**config.mk**
```make
export PLATFORM = sky130hd
export DESIGN_NAME = serial_shift_engine
export DESIGN_NICKNAME = d
export VERILOG_FILES = /design/src/rtl/sse_pkg.sv /design/src/rtl/step_counter.sv /design/src/rtl/serial_shift_engine.sv
export SDC_FILE = /design/constraint.sdc
export NUM_CORES = 1
export LEC_CHECK = 0
export ABC_AREA = 1
export CORE_MARGIN = 4
export CORE_UTILIZATION = 49
export CTS_BUF_LIST = sky130_fd_sc_hd__clkbuf_8 sky130_fd_sc_hd__clkbuf_16
export CTS_CLUSTER_SIZE = 24
export DETAILED_ROUTE_END_ITERATION = 12
export GPL_ROUTABILITY_DRIVEN = 0
export PLACE_DENSITY_LB_ADDON = 0.2
export SLEW_MARGIN = 20
export SYNTH_ARGS = -nofsm -noshare
export SYNTH_HDL_FRONTEND = slang
export SYNTH_SLANG_ARGS = --single-unit
```
**constraint.sdc**
```tcl
create_clock -name clk -period 2.9 [get_ports clk]
set_input_delay 0.58 -clock clk [delete_from_list [all_inputs] [get_ports clk]]
set_output_delay 0.58 -clock clk [all_outputs]
set_load 0.03 [all_outputs]
```
**src/rtl/sse_pkg.sv**
```systemverilog
// Shared types for serial_shift_engine: sequencer states and shift modes.
package sse_pkg;

    typedef enum logic [1:0] {
        IDLE  = 2'd0,
        SHIFT = 2'd1,
        DONE  = 2'd2
    } state_t;

    typedef enum logic [1:0] {
        SH_L  = 2'b00,
        SH_R  = 2'b01,
        ROT_L = 2'b10,
        ROT_R = 2'b11
    } mode_t;

endpackage

```
**src/rtl/step_counter.sv**
```systemverilog
// CW-bit step counter with synchronous clear, enable and a programmable
// terminal match that flags the step about to complete the run.
module step_counter #(
    parameter int CW = 4
) (
    input  logic          clk,
    input  logic          rst,
    input  logic          clr_i,
    input  logic          en_i,
    input  logic [CW-1:0] amt_i,
    output logic [CW-1:0] cnt_o,
    output logic          term_o
);

    logic [CW-1:0] cnt_q;
    logic [CW-1:0] cnt_d;

    always_comb begin
        cnt_d = cnt_q;
        if (clr_i) begin
            cnt_d = '0;
        end else if (en_i) begin
            cnt_d = cnt_q + CW'(1);
        end
    end

    always_ff @(posedge clk or posedge rst) begin
        if (rst) begin
            cnt_q <= '0;
        end else begin
            cnt_q <= cnt_d;
        end
    end

    assign cnt_o  = cnt_q;
    // High while the step in progress is the last one of the run.
    assign term_o = ((cnt_q + CW'(1)) == amt_i);

endmodule

```
**src/rtl/serial_shift_engine.sv**
```systemverilog
// Universal shift register with built-in shift-count sequencer and start/busy/done handshake.
// Build option: define SSE_ARITH_EN to make mode 01 an arithmetic right shift.
module serial_shift_engine
    import sse_pkg::*;
#(
    parameter int N  = 8,
    parameter int CW = $clog2(N) + 1
) (
    input  logic          clk,
    input  logic          rst,
    input  logic          ld,
    input  logic [N-1:0]  pin,
    input  logic          start,
    input  logic [1:0]    mode,
    input  logic [CW-1:0] amt,
    input  logic          sin,
    output logic [N-1:0]  qout,
    output logic          sout,
    output logic [CW-1:0] cnt,
    output logic          busy,
    output logic          done
);

    state_t        state_q, state_d;
    mode_t         mode_q, mode_d;
    logic [CW-1:0] amt_q, amt_d;
    logic [N-1:0]  q_q, q_d;
    logic [N-1:0]  shifted;
    logic          cnt_clr;
    logic          cnt_en;
    logic          cnt_term;

    step_counter #(.CW(CW)) u_step_counter (
        .clk    (clk),
        .rst    (rst),
        .clr_i  (cnt_clr),
        .en_i   (cnt_en),
        .amt_i  (amt_q),
        .cnt_o  (cnt),
        .term_o (cnt_term)
    );

    always_comb begin
        shifted = q_q;
        case (mode_q)
            SH_L:  shifted = {q_q[N-2:0], sin};
`ifdef SSE_ARITH_EN
            SH_R:  shifted = {q_q[N-1], q_q[N-1:1]};
`else
            SH_R:  shifted = {sin, q_q[N-1:1]};
`endif
            ROT_L: shifted = {q_q[N-2:0], q_q[N-1]};
            ROT_R: shifted = {q_q[0], q_q[N-1:1]};
            default: shifted = q_q;
        endcase
    end

    always_comb begin
        state_d = state_q;
        mode_d  = mode_q;
        amt_d   = amt_q;
        q_d     = q_q;
        cnt_clr = 1'b0;
        cnt_en  = 1'b0;
        case (state_q)
            IDLE: begin
                // Load and start may coincide: the first shift then works on pin.
                if (ld) begin
                    q_d = pin;
                end
                if (start) begin
                    mode_d  = mode_t'(mode);
                    amt_d   = amt;
                    cnt_clr = 1'b1;
                    state_d = (amt == '0) ? DONE : SHIFT;
                end
            end
            SHIFT: begin
                q_d    = shifted;
                cnt_en = 1'b1;
                if (cnt_term) begin
                    state_d = DONE;
                end
            end
            DONE:    state_d = IDLE;
            default: state_d = IDLE;
        endcase
    end

    always_ff @(posedge clk or posedge rst) begin
        if (rst) begin
            state_q <= IDLE;
            mode_q  <= SH_L;
            amt_q   <= '0;
            q_q     <= '0;
        end else begin
            state_q <= state_d;
            mode_q  <= mode_d;
            amt_q   <= amt_d;
            q_q     <= q_d;
        end
    end

    assign qout = q_q;
    // Left-going modes (00, 10) eject the MSB; right-going modes eject the LSB.
    assign sout = mode_q[0] ? q_q[0] : q_q[N-1];
    assign busy = (state_q == SHIFT);
    assign done = (state_q == DONE);

endmodule

```
==> results of run 1 <==
area by class of cell:
class	count	area [um2]
inverters	24	92.6
clock buffers	4	55.1
fillers	191	671
repair buffers	34	338
flip-flops and latches	20	500
multi-input cells	95	499
well taps	28	35.0
per-stage QoR:
step / instance area, um2 / utilization (%) / std cells / hold slack [ps] / total power (W)
6_report: 1520 / 69.4 / 205 / 516 / 0.00186
3_5_place_dp: 1470 / 66.9 / 201 / 498 / 0.00164
2_1_floorplan: 1120 / - / 143 / 466 / 0.00130
4_1_cts: 1520 / 69.4 / 205 / 517 / 0.00187
5_1_grt: 1520 / 69.4 / 205 / 560 / 0.00200
3_3_place_gp: 1470 / 66.9 / 201 / 493 / 0.00161
registers in the layout, summed over array words and instances, names as in the netlist:
register              count
qout                      8
amt_q                     4
u_step_counter.cnt_o      4
mode_q                    2
state_q                   2
routing by layer:
metal | global-route usage, % | vias up | part of all wire (%)
li1 | - | 537 | -
met1 | 23.9 | 488 | 47
met2 | 29.2 | 30 | 48
met3 | 3.25 | 4 | 4.8
met4 | 4.75 | 0 | 0.72
met5 | 0 | - | 0
logic make-up (layout without fill, tap and decap cells):
logic type	count (synthesis)	after routing
flops	20	20
fa+ha+maj	1	1
simple gates	53	53
xor+xnor	1	1
compound gates	40	40
buf+inv	28	62
final timing paths:
| kind | from | depth (start not counted) | end |
|---|---|---|---|
| worst min-delay path | amt_q[0]$_DFFE_PP0P_ | 2 | amt_q[0]$_DFFE_PP0P_ |
| max in group asynchronous | rst | 2 | amt_q[2]$_DFFE_PP0P_ |
| worst max register to register | u_step_counter.cnt_o[0]$_DFFE_PP0P_ | 7 | state_q[0]$_DFFE_PP0P_ |
| worst min register to register | amt_q[0]$_DFFE_PP0P_ | 2 | amt_q[0]$_DFFE_PP0P_ |
| min in group asynchronous | rst | 2 | qout[4]$_DFFE_PP0P_ |
| worst max-delay path | mode_q[0]$_DFFE_PP0P_ | 3 | sout |
power breakdown:
part	switching [W]	internal, W	total (W)
sequential	0.000152	0.000414	0.000566
clock	0.0000938	0.000121	0.000215
combinational	0.000650	0.000431	0.00108
total	0.000895	0.000966	0.00186
layout by cell type, fill, tap and decap left out, types with 2 or more instances in the layout:
| cell type | instances |
|---|---|
| nand4_1 | 3 |
| clkdlybuf4s50_1 | 33 |
| nor2_1 | 5 |
| nand3_1 | 9 |
| a22oi_1 | 3 |
| a21oi_1 | 10 |
| clkbuf_8 | 4 |
| a21oi_2 | 2 |
| o21ai_0 | 16 |
| nand2_1 | 32 |
| dfrtp_1 | 20 |
| inv_1 | 22 |
| a22oi_2 | 2 |
| o21ai_1 | 4 |
worst register-to-register path, cell delays in order, from the launching register on:
cell	delay, ps
dfrtp_1	440
ha_1	360
xnor2_1	140
nand2_1	70
nor2_1	110
nand3_1	110
nand2_1	80
nand2_1	50
==> impl_metrics.ini, run 1 <==
[pwr]
ir_drop_uv = 739
powerDensity_nw_per_um2 = 1220
p_leak_nw = 0.709

[grt]
overflow = 0
grt.total_usage_pct = 17.7
antenna_found_initial = 0
grt_pass1_wl_um = 4460
grt_max_degree = 21
grt_pass1_vias = 1046

[synthesis]
yosys-top-cells-count = nand2_1, inv_1, dfrtp_1, o21ai_0, a21oi_1
yosys_most_used_dff = dfrtp_1
synthXorXnorAreaFrac_pct = 0.781
synth_most_common_cell = nand2_1
yosys-top-cells-area = dfrtp_1, nand2_1, inv_1
synth_compound_area_share_pct = 21.1
synth_top_family_by_area = simple AND/OR/NAND/NOR gates
synthSimpleGateAreaFrac_pct = 21.5
netlist_area_um2 = 1120
synth-adder-area-share_pct = 1.12
synth_area_per_cell_um2 = 7.84
synthArstFlopShare_pct = 100
ys_seq_area_share_pct = 44.6
synthCells = 143
synth_cell_types = 26
yosysTopAreaCell = dfrtp_1
synth_edf_count = 0
synthMuxAreaShare_pct = 0
synth_warnings = 0
yosys_register_bits = 20
synth_fp_nets = 163
synth_top_area_share_pct = 44.6

[setup_path]
cp_data_arrival_time_ps = 1960
crit_type = flop to output pin
endpoint_kind = output pin
required_ps = 2320
path_cells = inv_1 > o21ai_0 > clkdlybuf4s50_1
critPathLaunchType = flop
path_max_fanout = 14
reg2reg_setup_slack_ps = 1440
cp_num_buf_inv = 2
worst_path_dominant_cell_family = buffers and inverters
critical_path.slowest_cell = clkdlybuf4s50_1
critPathMaxStageDelay_ps = 690

[sta]
worstMarginPinSlew_ps = 752
final-hold-violation-count = 0
min_period_ps = 2540
finalCritPeriodShare_pct = 87.6
tns_ps = 0
slew_headroom_pct = 49.8
grt_setup_unrepaired = no
worst_slack_ps = 359
max_freq_mhz = 394
drv_slew = 0
setup_viol = 0
skew_ps = 2.78

[clock_network]
clk_pin_slew_worst_paths_ps = 80
cts_buffers = 3
root_buffer = clkbuf_8
clock_path_buffers = 2
post_cts_buffers = 0
h-tree-depth = 1
clk_latency_ps = 260
cts_tree = done
ctsHoldBuffers = 0
cts_resized = 0
cts.sinks = 20

[flow_run]
drv_cap = 0

[placed_design]
port_buffers = 33
pre_cts_slack_ps = 681
dp_hpwl_um = 2010

[routing]
remaining_drc_errors = 0
avgViaCountPerCell = 5.17
routedWlPerCell_um = 12.9
drtPass1Iterations = 4
wl_um = 2650
dr_total_vias = 1059
ant_nets = 0
drt_iter0_markers = 15

[finish]
n_antenna_cell = 0
fin_nets = 198
drive_gt1_share_pct = 7.34
syn2layout_area_growth_pct = 35.6

[status]
outcome = complete, no violations

[min_path]
hp-class = flop to flop

[floorplanning]
fp.dieW_um = 55.8
ios = 34
rows = 17
core_region_area_um2 = 2190
dieArea_um2 = 3120
initial_utilization_pct = 51.2
dieHeight_um = 55.8
Note: power is estimated with default switching activity, not from simulation.
==> run 2: changes to the inputs <==
--- a/config.mk
+++ b/config.mk
@@ -7,9 +7,9 @@
 export LEC_CHECK = 0
 export ABC_AREA = 1
 export CORE_MARGIN = 4
-export CORE_UTILIZATION = 49
+export CORE_UTILIZATION = 41
 export CTS_BUF_LIST = sky130_fd_sc_hd__clkbuf_8 sky130_fd_sc_hd__clkbuf_16
-export CTS_CLUSTER_SIZE = 24
+export CTS_CLUSTER_SIZE = 20
 export DETAILED_ROUTE_END_ITERATION = 12
 export GPL_ROUTABILITY_DRIVEN = 0
 export PLACE_DENSITY_LB_ADDON = 0.2
==> impl_metrics.ini, run 2 (synthesized netlist as in run 1, its figures left out) <==
[grt]
grt_pass1_vias = 1049
overflow = 0
antenna_found_initial = 0
grt_max_degree = 21
grt_pass1_wl_um = 4530
grt.total_usage_pct = 16.8

[routing]
wl_um = 2690
remaining_drc_errors = 0
dr_total_vias = 1073
ant_nets = 0
drt_iter0_markers = 27
drtPass1Iterations = 4
routedWlPerCell_um = 13.0
avgViaCountPerCell = 5.18

[clock_network]
post_cts_buffers = 0
h-tree-depth = 1
clock_path_buffers = 2
root_buffer = clkbuf_8
cts_tree = done
ctsHoldBuffers = 0
cts_buffers = 3
clk_latency_ps = 260
cts.sinks = 20
clk_pin_slew_worst_paths_ps = 80
cts_resized = 0

[setup_path]
crit_type = flop to output pin
worst_path_dominant_cell_family = buffers and inverters
path_max_fanout = 14
required_ps = 2320
critPathLaunchType = flop
critPathMaxStageDelay_ps = 690
endpoint_kind = output pin
cp_data_arrival_time_ps = 1970
cp_num_buf_inv = 2
critical_path.slowest_cell = clkdlybuf4s50_1
path_cells = inv_1 > o21ai_0 > clkdlybuf4s50_1

[finish]
n_antenna_cell = 0
largest_register_ffs = 8
final_cell_mix = clkdlybuf4s50_1, nand2_1, inv_1
drive_gt1_share_pct = 7.34
fin_nets = 198
n_fill_cell = 241
final_common_cell = clkdlybuf4s50_1
syn2layout_area_growth_pct = 37.3

[pwr]
power.total_w = 0.00193
ir_drop_uv = 1040
p_leak_nw = 0.716
powerDensity_nw_per_um2 = 1250

[floorplanning]
rows = 18
initial_utilization_pct = 44.1
ios = 34
dieHeight_um = 60.3
core_region_area_um2 = 2540
dieArea_um2 = 3630
fp.dieW_um = 60.3

[sta]
setup_viol = 0
worstMarginPinSlew_ps = 754
max_freq_mhz = 393
drv_slew = 0
slew_headroom_pct = 49.7
min_period_ps = 2550
tns_ps = 0
final-hold-violation-count = 0
grt_setup_unrepaired = no
finalCritPeriodShare_pct = 87.8
skew_ps = 1.75

[min_path]
hp-class = flop to flop

[status]
outcome = complete, no violations

[flow_run]
drv_cap = 0

[placed_design]
port_buffers = 33
dp_hpwl_um = 2050
[run 2: stage by stage]
step           hold slack [ps]  instance area (um2)  utilization [%]  setup slack, ps  cells
5_1_grt                    556                 1540             60.5              217    207
4_1_cts                    526                 1540             60.5              362    207
3_3_place_gp               492                 1470             57.7              700    203
3_5_place_dp               508                 1470             57.7              688    203
2_1_floorplan              466                 1120                -             1020    143
6_report                   536                 1540             60.5              352    207
[run 2: cell type report]
type,instances,area [um2],area share (%)
multi-input combinational,95,499,32.4
tap,30,37.5,2.44
timing repair buffer,34,338,22.0
clock inverter,1,30.0,1.95
sequential,20,500,32.5
inverter,24,92.6,6.02
clock buffer,3,41.3,2.68
[run 2: layer usage]
layer	vias to the layer above	GRT usage, %	wire length, um
li1	544	-	-
met1	493	23.0	1280
met2	31	26.1	1220
met3	5	3.02	155
met4	0	6.65	37
met5	-	0	0
[run 2: final timing paths]
kind / slack (ps) / end / depth (start not counted) / startpoint
min reg2reg: 540 / amt_q[3]$_DFFE_PP0P_ / 2 / amt_q[3]$_DFFE_PP0P_
min: 540 / amt_q[3]$_DFFE_PP0P_ / 2 / amt_q[3]$_DFFE_PP0P_
max: 350 / sout / 3 / mode_q[0]$_DFFE_PP0P_
max in group asynchronous: 1670 / qout[1]$_DFFE_PP0P_ / 2 / rst
min in group asynchronous: 760 / u_step_counter.cnt_o[3]$_DFFE_PP0P_ / 2 / rst
max reg2reg: 1460 / state_q[0]$_DFFE_PP0P_ / 7 / u_step_counter.cnt_o[0]$_DFFE_PP0P_
[run 2: worst min-delay path, cell delays in order, from the launching register on]
cell     delay [ps]
dfrtp_1         380
nand2_1          60
o21ai_0          60
[run 2: power breakdown]
part / internal, W / leakage (nW) / total, W / switching [W]
logic: 0.000431 / 0.437 / 0.00108 / 0.000646
registers: 0.000414 / 0.243 / 0.000570 / 0.000156
clock network: 0.000184 / 0.0357 / 0.000282 / 0.0000980
total: 0.00103 / 0.716 / 0.00193 / 0.000901
